[config.mk]
export PLATFORM = sky130hd
export DESIGN_NAME = slave_port
export DESIGN_NICKNAME = d
export VERILOG_FILES = /design/src/rtl/slave_port_pkg.sv /design/src/rtl/slave_port_serial_shift_reg.sv /design/src/rtl/slave_port.sv
export SDC_FILE = /design/constraint.sdc
export NUM_CORES = 1
export LEC_CHECK = 0
export ABC_AREA = 1
export CAP_MARGIN = 20
export CORE_UTILIZATION = 56
export DETAILED_ROUTE_END_ITERATION = 8
export PLACE_DENSITY = 0.95
export SLEW_MARGIN = 30
export SYNTH_ARGS = -nofsm -noshare
export SYNTH_HDL_FRONTEND = slang
export SYNTH_HIERARCHICAL = 1
export SYNTH_SLANG_ARGS = --single-unit
[constraint.sdc]
create_clock -name clk -period 2.5 [get_ports clk]
set_input_delay 0.375 -clock clk [delete_from_list [all_inputs] [get_ports clk]]
set_output_delay 0.375 -clock clk [all_outputs]
set_load 0.01 [all_outputs]
[src/rtl/slave_port_pkg.sv]
// Shared serial-bus definitions: port FSM states and counter sizing,
// common to the slave port and the master-side port.
package slave_port_pkg;

  typedef enum logic [2:0] {
    IDLE,
    ADDR,
    WDATA,
    WRITE,
    RREQ,
    RWAIT,
    RDATA
  } port_state_t;

  // Bit counter must index the wider of the address and data fields.
  function automatic int unsigned cnt_width(input int unsigned a, input int unsigned b);
    int unsigned m;
    m = (a > b) ? a : b;
    return (m < 2) ? 1 : $clog2(m);
  endfunction

endpackage

[src/rtl/slave_port_serial_shift_reg.sv]
// Right-shifting register with parallel load; serial data enters at the MSB
// so an LSB-first stream lands in natural bit order after WIDTH shifts.
module serial_shift_reg #(
  parameter int unsigned WIDTH = 8
) (
  input  logic             clk,
  input  logic             rstn,
  input  logic             load,
  input  logic [WIDTH-1:0] din,
  input  logic             shift,
  input  logic             sin,
  output logic [WIDTH-1:0] q
);

  always_ff @(posedge clk) begin
    if (!rstn) begin
      q <= '0;
    end else if (load) begin
      q <= din;
    end else if (shift) begin
      q <= {sin, q[WIDTH-1:1]};
    end
  end

endmodule

[src/rtl/slave_port.sv]
// Serial-bus slave port: deserialises address/write data into memory strobes
// and serialises memory read data back onto the bus, LSB first.
module slave_port
  import slave_port_pkg::*;
#(
  parameter int unsigned ADDR_WIDTH = 12,
  parameter int unsigned DATA_WIDTH = 8
) (
  input  logic                  clk,
  input  logic                  rstn,
  input  logic                  swdata,
  input  logic                  smode,
  input  logic                  smvalid,
  output logic                  srdata,
  output logic                  ssvalid,
  output logic                  sready,
  output logic [ADDR_WIDTH-1:0] mem_addr,
  output logic [DATA_WIDTH-1:0] mem_wdata,
  output logic                  mem_wen,
  output logic                  mem_ren,
  input  logic [DATA_WIDTH-1:0] mem_rdata
);

  localparam int unsigned CNT_W = cnt_width(ADDR_WIDTH, DATA_WIDTH);
  localparam logic [CNT_W-1:0] ADDR_LAST = CNT_W'(ADDR_WIDTH - 1);
  localparam logic [CNT_W-1:0] DATA_LAST = CNT_W'(DATA_WIDTH - 1);

  port_state_t           state;
  logic [CNT_W-1:0]      cnt;
  logic                  mode;
  logic [ADDR_WIDTH-1:0] addr_q;
  logic [DATA_WIDTH-1:0] data_q;
  logic [DATA_WIDTH-1:0] wdata_r;
  logic                  addr_shift;
  logic                  data_load;
  logic                  data_shift;
  logic                  data_sin;

  // The data register captures write data and, on reads, is reloaded from
  // memory and shifted out; wdata_r keeps mem_wdata stable across reads.
  always_comb begin
    addr_shift = smvalid && (state == IDLE || state == ADDR);
    data_load  = (state == RWAIT);
    data_shift = (smvalid && state == WDATA) || (state == RDATA);
    data_sin   = (state == WDATA) ? swdata : 1'b0;
  end

  serial_shift_reg #(.WIDTH(ADDR_WIDTH)) addr_sr (
    .clk   (clk),
    .rstn  (rstn),
    .load  (1'b0),
    .din   ('0),
    .shift (addr_shift),
    .sin   (swdata),
    .q     (addr_q)
  );

  serial_shift_reg #(.WIDTH(DATA_WIDTH)) data_sr (
    .clk   (clk),
    .rstn  (rstn),
    .load  (data_load),
    .din   (mem_rdata),
    .shift (data_shift),
    .sin   (data_sin),
    .q     (data_q)
  );

  always_ff @(posedge clk) begin
    if (!rstn) begin
      state   <= IDLE;
      cnt     <= '0;
      mode    <= 1'b0;
      wdata_r <= '0;
    end else begin
      unique case (state)
        IDLE: if (smvalid) begin
          mode  <= smode;
          cnt   <= CNT_W'(1);
          state <= ADDR;
        end
        ADDR: if (smvalid) begin
          if (cnt == ADDR_LAST) begin
            cnt   <= '0;
            state <= mode ? WDATA : RREQ;
          end else begin
            cnt <= cnt + 1'b1;
          end
        end
        WDATA: if (smvalid) begin
          if (cnt == DATA_LAST) begin
            cnt     <= '0;
            wdata_r <= {swdata, data_q[DATA_WIDTH-1:1]};
            state   <= WRITE;
          end else begin
            cnt <= cnt + 1'b1;
          end
        end
        WRITE: state <= IDLE;
        RREQ:  state <= RWAIT;
        RWAIT: state <= RDATA;
        RDATA: begin
          if (cnt == DATA_LAST) begin
            cnt   <= '0;
            state <= IDLE;
          end else begin
            cnt <= cnt + 1'b1;
          end
        end
        default: state <= IDLE;
      endcase
    end
  end

  always_comb begin
    sready    = rstn && (state == IDLE);
    mem_wen   = rstn && (state == WRITE);
    mem_ren   = rstn && (state == RREQ);
    ssvalid   = rstn && (state == RDATA);
    srdata    = ssvalid && data_q[0];
    mem_addr  = rstn ? addr_q : '0;
    mem_wdata = rstn ? wdata_r : '0;
  end

endmodule

**After elaboration in Yosys (flattened, before gate mapping)**

Index checks and enable logic that the tools add are counted.

- $add $sub $neg: 1
- Equal/unequal tests: 14
- Multiplexer cells: 19
- Reductions and logical operators: 16

Operators by type and width:

| cell | number |
|---|---|
| 8-bit two-way mux | 3 |
| 3-bit two-way mux | 7 |
| 4-bit two-way mux | 5 |
| 3-bit case mux with 6 select lines | 1 |
| 4-bit case mux with 4 select lines | 1 |
| 12-bit two-way mux | 1 |
| 3-bit == test (second input constant) | 3 |
| 2-bit != test (second input constant) | 4 |
| 1-bit logical AND | 7 |
| 3-bit by 2-bit == test with 1-bit output (second input constant) | 2 |
| 6-bit AND reduction | 1 |
| 4-bit by 1-bit adder with 4-bit output (second input constant) | 1 |
| 4-bit by 3-bit == test with 1-bit output (second input constant) | 1 |
| 4-bit == test (second input constant) | 1 |
| 2-bit by 1-bit != test with 1-bit output (second input constant) | 2 |
| 4-bit AND reduction | 1 |
| 4-bit nonzero test | 1 |
| 3-bit by 1-bit == test with 1-bit output (second input constant) | 1 |
| 3-bit zero test | 1 |
| 3-bit AND reduction | 1 |
| 1-bit logical OR | 2 |
| 2-bit AND reduction | 1 |
| 2-bit nonzero test | 1 |
| 1-bit two-way mux | 1 |

- Register bits after elaboration: 36
- Bits of input ports: 13
- Output and inout bits: 25
- Logic and storage cells: 56

**Longest topological paths before layout**

Gate-level depths: netlist (run 1).

- Word-level depth: 5
- Gate-level depth with buffers: 11
- Depth with buffers taken out: 9

**Hierarchy**

The synthesis (run 1) kept the hierarchy.

By module, submodules not included:

| module | times used | cells an instance | area each (µm²) | sequential area each (µm²) |
|---|---|---|---|---|
| slave_port | 1 | 171 | 1,031.0 | 320.3 |
| serial_shift_reg at addr_sr | 1 | 100 | 614.3 | 240.2 |
| serial_shift_reg at data_sr | 1 | 66 | 419.2 | 160.2 |

**Worst setup path before layout (run 1)**

Ideal clock, no wire load.

- Path kind: input to output
- From: input port rstn
- To: output port srdata
- Arrival: 1.038 ns
- Required time: 2.125 ns
- Setup slack: 1.087 ns
- Stages on the path: 3
- Buffers on the path: 1
- Cells stage by stage: clkbuf_1 nand2_1 nor3b_1

- Longest elaborated chain between the ends: 2

Ends and longest elaborated chain:

| what | RTL line | RTL |
|---|---|---|
| from (decl) | slave_port.sv:10 | `input logic rstn,` |
| 1-bit logical AND | slave_port.sv:118 | `ssvalid = rstn && (state == RDATA);` |
| 1-bit logical AND | slave_port.sv:119 | `srdata = ssvalid && data_q[0];` |
| to (decl) | slave_port.sv:14 | `output logic srdata,` |

No other way between the ends.

**Final worst setup path (run 1)**

- From: input port rstn
- To: output port mem_wen

- Longest elaborated chain between the ends: 1

Ends and longest elaborated chain:

| what | RTL line | RTL |
|---|---|---|
| 1-bit logical AND | slave_port.sv:116 | `mem_wen = rstn && (state == WRITE);` |
| to (decl) | slave_port.sv:19 | `output logic mem_wen,` |

No other way between the ends.

==> out/qor.csv, run 1 <==
metric,value,unit
"Async S/R FF share, synth",0,
filler instances,274,
Avg Vias per Cell,4.83,
die height,62.7,um
Die X,62.7,um
Inst Count DP,430,
number of port buffers,37,
Post-Synthesis Cells,337,
Post-route DRC,0,
sequential fraction of the synthesis area,0.349,
syn_area_per_cell,6.13,um^2
area of the multi-input gates,1080,um^2
Ports,38,
Setup TNS,0,ns
vias in the first global route,1862,
Startpoint Class,input port,
Initial DRC Count,162,
ys flop type,dfxtp_1,
Worst slew margin,0.652,
crit path DAT,1.88,ns
final net count,405,
Overflow after GRT,0,
initial antenna violation count,0,
switch share,0.332,
clk_lat worst skew,0.29,ns
via count,2117,
Initial Utilization,0.600,
crit end category,output pin,
CTS tree,built,
final setup violation count,0,
biggest area consumer among synthesized cells,dfxtp_1,
hpwl dp,3.28,mm
Pwr Total,1.62,mW
Gate power share,0.274,
Synth area leaders,"dfxtp_1 (35%), nand2_1 (24%), inv_1 (10%)",
total track usage,0.250,
worst slew pin tran,0.518,ns
first-pass GRT wire length,7.71,mm
period utilization,0.902,
Slew Limit Fails,0,
LEAKAGE,1.34,nW
# H-tree levels,2,
CP Data Required Time,2.12,ns
Clock Root Buffer,clkbuf_8,
Pwr Density,615,nW/um^2
Placeable Area,3440,um^2
Yosys warnings,6,
antenna-violating nets left,0,
share of cells above drive strength 1,0.0842,
internal power,1.08,mW
FP Rows,21,
Worst Skew,0.00599,ns
Yosys top cell area share,0.349,
Initial DRT Pass Iterations,4,
"EDFF count, synth",0,
Yosys reg bits,36,
final hold vios,0,
cts bufs inserted,5,
CTS Sinks,36,
minimum clock period after layout,2.26,ns
fin util,0.764,
"Reg clk slew, reported paths",0.07,ns
Hold Path Class,reg2reg,
status,"finished, final reports clean",
wire length per cell,10.2,um
"Cell Area, Synth",2060,um^2
setup bufs post-CTS,0,
Max clock buf depth,2,
sequential share of power,0.411,
ANT cells,0,
hold buffers post-CTS,0,
die area,3930,um^2
clock share of power,0.314,
max_cap viols,0,
CTS resizes,0,
Reg area,721,um^2
VDD IR-drop max,0.000578,V
Non-Filler Instances,438,
RSZ-0062 raised after global routing,false,
largest net degree at the start of global routing,33,
final WL,4.49,mm
maximum fanout along the worst path,5,
Routability Congestion,0.950,
Area Growth Syn to Fin,27.4,%
Setup CP Type,in2out,
Yosys cell types,28,
NetSw,0.537,mW
highest clock rate,0.443,GHz
cells in the mapped netlist, types with 2 or more instances:
cell type  number
o21ai_0        12
a21oi_1        19
dfxtp_1        36
nand2_1       130
inv_2           6
buf_4           2
inv_1          56
nand4_1         2
nand3_1        16
nor2_2          2
buf_6           4
buf_2           3
nor2_1         27
nand2_2         6
nor3_1          3
sequential cells by signal, summed over array words and instances (netlist names):
name       flops
addr_sr/q     12
cnt            4
data_sr/q      8
mode           1
state          3
wdata_r        8
stage by stage:
step	area, um^2	hold slack (ns)	worst slack [ns]
2_1_floorplan	2120	0.444	1.09
3_3_place_gp	2520	0.458	0.267
3_5_place_dp	2520	0.466	0.240
4_1_cts	2630	0.477	0.227
5_1_grt	2630	0.502	0.190
6_report	2630	0.478	0.245
cells in the final DEF, fill, tap and decap left out, drive strengths merged, types with 2 or more instances in the layout:
| cell type | count |
|---|---|
| nand4 | 2 |
| nand2 | 136 |
| clkinv | 2 |
| nand3 | 18 |
| clkbuf | 5 |
| buf | 5 |
| o21ai | 12 |
| inv | 62 |
| nor3 | 3 |
| a21oi | 19 |
| clkdlybuf4s50 | 37 |
| dfxtp | 36 |
| conb | 17 |
| nor2 | 31 |
worst max-delay path, stage by stage:
cell and delay (ns):
clkdlybuf4s50_1 0.57, inv_1 0.13, nor3_1 0.22, clkdlybuf4s50_1 0.58
final cells by class:
type | count | area share
multi-input cells | 243 | 0.410
flip-flops and latches | 36 | 0.274
repair buffers | 42 | 0.160
inverters | 63 | 0.0918
clock buffers | 5 | 0.0262
well taps | 46 | 0.0219
clock inverters | 3 | 0.0162
power by group through the flow:
stage	clock (mW)	combinational (mW)	sequential, mW
2_1_floorplan	0	0.336	0.661
3_3_place_gp	0	0.422	0.676
3_5_place_dp	0	0.438	0.677
4_1_cts	0.520	0.439	0.665
5_1_grt	0.550	0.497	0.673
6_report	0.508	0.444	0.666
cell families after synthesis:
kind of cell | synth area share
other | 0.00182
buffers and inverters | 0.158
AOI/OAI and AO/OA | 0.0818
and+or+nand+nor | 0.404
DFF | 0.349
adders and majority gates | 0.00606
worst paths after layout:
kind,startpoint,end,slack (ns),cells after the start
worst min register to register,mode,mode,0.48,2
worst max-delay path,rstn,mem_wen,0.24,4
worst max register to register,state[2],addr_sr/q[10],0.92,6
worst min-delay path,mode,mode,0.48,2
metal layers:
layer / track usage / share of wire
met1: 0.283 / 0.42
met2: 0.431 / 0.50
met3: 0.0657 / 0.053
met4: 0.122 / 0.018
met5: 0 / 0
(Power assumes the default switching activity.)
==> run 2, diff against run 1 <==
Settings changed: CAP_MARGIN 20 to default, CORE_UTILIZATION 56 to 52, PLACE_DENSITY 0.95 to 0.89.
Clock period 2.5 ns to 2.2 ns, I/O delays scaled along.
==> out/qor.csv, run 2 (same netlist as run 1, synthesis figures left out) <==
metric,value,unit
LEAKAGE,1.34,nW
Worst Skew,0.00739,ns
CTS resizes,0,
max_cap viols,0,
Setup crit start,rstn,
wire length per cell,9.75,um
vias in the first global route,1848,
sequential share of power,0.410,
Setup TNS,0,ns
biggest regs,"addr_sr/q (12), data_sr/q (8), wdata_r (8)",
Hold Path Class,reg2reg,
maximum fanout along the worst path,4,
clk_lat worst skew,0.29,ns
Max clock buf depth,2,
setup bufs post-CTS,0,
CTS Sinks,36,
final hold vios,0,
Gate power share,0.278,
first-pass GRT wire length,7.53,mm
via count,2070,
Pwr Density,696,nW/um^2
Startpoint Class,input port,
Overflow after GRT,0,
Initial DRT Pass Iterations,4,
Initial DRC Count,102,
CTS tree,built,
"Reg clk slew, reported paths",0.07,ns
minimum clock period after layout,2.13,ns
Critical Path End,srdata,
reg2reg setup slack,0.68,ns
reg2reg path depth,7,
hold buffers post-CTS,0,
Top reg by flops,addr_sr/q,
Avg Vias per Cell,4.69,
VDD IR-drop max,0.000462,V
CP Data Required Time,1.87,ns
Post-route DRC,0,
crit end category,output pin,
Die X,65.0,um
Initial Utilization,0.551,
die height,65.0,um
filler instances,326,
RR Startpoint,state[2],
internal power,1.23,mW
reg-to-reg endpoint,addr_sr/q[8],
initial antenna violation count,0,
final net count,406,
share of cells above drive strength 1,0.0865,
die area,4230,um^2
Routability Congestion,0.888,
# H-tree levels,2,
Placeable Area,3740,um^2
period utilization,0.969,
NetSw,0.605,mW
final setup violation count,0,
number of port buffers,37,
FP Rows,22,
Area Growth Syn to Fin,27.9,%
max reg flops,12,
hpwl dp,3.11,mm
Ports,38,
cts bufs inserted,5,
ANT cells,0,
Place WS,0.0495,ns
total track usage,0.228,
status,"finished, final reports clean",
largest net degree at the start of global routing,33,
Clock Root Buffer,clkbuf_8,
Setup CP Type,in2out,
"most common cell after layout, fill and taps aside",nand2_1,
clock share of power,0.312,
antenna-violating nets left,0,
most frequent cells in the layout,"nand2_1 (130), inv_1 (56), clkdlybuf4s50_1 (37), dfxtp_1 (36), nor2_1 (27)",
switch share,0.329,
final WL,4.30,mm
crit path DAT,1.80,ns
RSZ-0062 raised after global routing,false,
Slew Limit Fails,0,
setup ws final,0.0679,ns
highest clock rate,0.469,GHz
Pwr Total,1.84,mW
==> run 2: cell types whose count changed in the layout (fill, tap and decap cells not counted) <==
cell   change
buf_4      +1
==> run 2: metal layers <==
layer / global-route usage / vias up / wire length [um]
met4: 0.0734 / 0 / 53
met1: 0.252 / 909 / 1880
met3: 0.0563 / 6 / 215
met2: 0.419 / 52 / 2150
li1: - / 1103 / -
met5: 0 / - / 0
==> run 2: final cells by class <==
type,count,area (um^2),area share
Clock buffer,5,68.8,0.0261
Clock inverter,3,42.5,0.0161
Inverter,63,241,0.0915
Multi-Input combinational cell,243,1080,0.409
Sequential cell,36,721,0.273
Tap cell,48,60.1,0.0227
Timing Repair Buffer,43,428,0.162
==> run 2: how the worst min path moves through the flow <==
stage	from	end	slack, ns	depth (start not counted)
finish	mode	mode	0.47	2
global route	mode	mode	0.50	2
CTS	mode	mode	0.47	2
detailed placement	mode	mode	0.46	2
global placement	mode	mode	0.46	2
floorplan	rstn	addr_sr/q[0]	0.43	2
==> run 2: critical path, stage by stage <==
cell and delay (ns):
clkdlybuf4s50_1 0.57, nand2_1 0.14, nor3b_1 0.21, clkdlybuf4s50_1 0.56
==> run 2: stage by stage <==
step	util	hold slack [ns]	cell area, um^2	std cells
after floorplan	-	0.428	2120	353
after global placement	0.675	0.456	2530	433
after detailed placement	0.675	0.461	2530	433
after CTS	0.705	0.472	2640	441
after global routing	0.705	0.501	2640	441
final	0.705	0.474	2640	441
==> run 2: power groups by stage <==
stage                     clock, mW  combinational, mW  sequential, mW
after CTS                     0.582              0.509           0.751
after global placement            0              0.491           0.762
after floorplan                   0              0.382           0.752
after detailed placement          0              0.504           0.764
after global routing          0.618              0.579           0.758
final                         0.574              0.510           0.753
==> run 3, diff against run 2 <==
Settings changed: CTS_BUF_LIST from default to sky130_fd_sc_hd__clkbuf_16, SKIP_CTS_REPAIR_TIMING from default to 1, TNS_END_PERCENT from default to 100.
==> out/qor.csv, run 3 (same netlist as run 1, synthesis figures left out) <==
metric,value,unit
largest net degree at the start of global routing,33,
biggest regs,"addr_sr/q (12), data_sr/q (8), wdata_r (8)",
final setup violation count,0,
crit end category,output pin,
Placed Area,2530,um^2
via count,2070,
clk_lat worst skew,0.28,ns
Pwr Total,2.06,mW
Initial Utilization,0.551,
wire length per cell,9.85,um
die height,65.0,um
hpwl dp,3.11,mm
Avg Vias per Cell,4.69,
cts bufs inserted,5,
Post-route DRC,0,
Ports,38,
Initial DRC Count,121,
metal2 WL,2.17,mm
Die X,65.0,um
Non-Filler Instances,441,
LEAKAGE,1.37,nW
Pwr Density,765,nW/um^2
Met1 Wirelength,1.87,mm
Max clock buf depth,2,
max reg flops,12,
antenna-violating nets left,0,
VDD IR-drop max,0.000475,V
Setup CP Type,in2out,
FP Rows,22,
Final Instance Area,2700,um^2
Worst Skew,0.00314,ns
top sig layer,met4,
Slowest cell on crit path,clkdlybuf4s50_1,
final net count,406,
# H-tree levels,2,
max_cap viols,0,
share of cells above drive strength 1,0.0865,
Startpoint Class,input port,
ANT cells,0,
crit path DAT,1.80,ns
Overflow after GRT,0,
die area,4230,um^2
"most common cell after layout, fill and taps aside",nand2_1,
CP peak stage delay,0.57,ns
Slew Limit Fails,0,
Routability Congestion,0.888,
Setup TNS,0,ns
RSZ-0062 raised after global routing,false,
CP Data Required Time,1.87,ns
Fin Hold WS,0.474,ns
"Cell Chain, Critical Path","clkdlybuf4s50_1, nand2_1, nor3b_1, clkdlybuf4s50_1",
maximum fanout along the worst path,4,
final hold vios,0,
most frequent cells in the layout,"nand2_1 (130), inv_1 (56), clkdlybuf4s50_1 (37), dfxtp_1 (36), nor2_1 (27)",
"CP delay by family, top",buffers and inverters,
"Reg clk slew, reported paths",0.06,ns
number of port buffers,37,
Placeable Area,3740,um^2
final WL,4.34,mm
first-pass GRT wire length,7.65,mm
CTS tree,built,
vias in the first global route,1843,
status,"finished, final reports clean",
Buf/Inv on CP,2,
DR WL met3,217,um
period utilization,0.969,
initial antenna violation count,0,
Initial DRT Pass Iterations,6,
highest clock rate,0.469,GHz
crit-path most repeated cell,clkdlybuf4s50_1,
Hold Path Class,reg2reg,
Top reg by flops,addr_sr/q,
minimum clock period after layout,2.13,ns
total track usage,0.235,
Inst Count DP,433,
Clock Root Buffer,clkbuf_16,
CTS Sinks,36,
Area Growth Syn to Fin,30.6,%
[run 3: cell counts in the layout (fill, tap and decap cells not counted)]
Identical to the previous run, type by type.
[run 3: worst register-to-register path: stages (launching register included)]
cell,delay (ns)
dfxtp_1,0.34
buf_4,0.18
nor3_1,0.40
buf_4,0.27
nand2_1,0.07
nand2_1,0.06
nand2_1,0.06
a21oi_1,0.11
[run 3: routing by layer]
| metal | GRT usage | vias to the layer above |
|---|---|---|
| li1 | - | 1104 |
| met1 | 0.260 | 899 |
| met2 | 0.426 | 57 |
| met3 | 0.0563 | 10 |
| met4 | 0.0924 | 0 |
| met5 | 0 | - |
[run 3: per-stage QoR]
step,setup WS (ns),utilization
floorplan,0.840,-
global placement,0.0677,0.675
detailed placement,0.0495,0.675
CTS,0.0526,0.720
global route,0.0166,0.720
finish,0.0689,0.720
[run 3: final timing paths]
| path | from | to | slack [ns] | cells past startpoint |
|---|---|---|---|---|
| min reg2reg | mode | mode | 0.47 | 2 |
| min | mode | mode | 0.47 | 2 |
| max reg2reg | state[2] | addr_sr/q[7] | 0.66 | 7 |
| max | rstn | srdata | 0.07 | 4 |
[run 3: power breakdown]
part / switching [mW] / leakage (nW) / internal, mW
registers: 0.0488 / 0.294 / 0.704
clock network: 0.266 / 0.0798 / 0.531
logic: 0.317 / 0.993 / 0.194
total: 0.632 / 1.37 / 1.43
[run 3: area by class of cell]
class	instances	area, um^2
Clock inverter	3	42.5
Sequential cell	36	721
Tap cell	48	60.1
Inverter	63	241
Fill cell	314	1050
Clock buffer	5	125
Multi-Input combinational cell	243	1080
Timing Repair Buffer	43	428
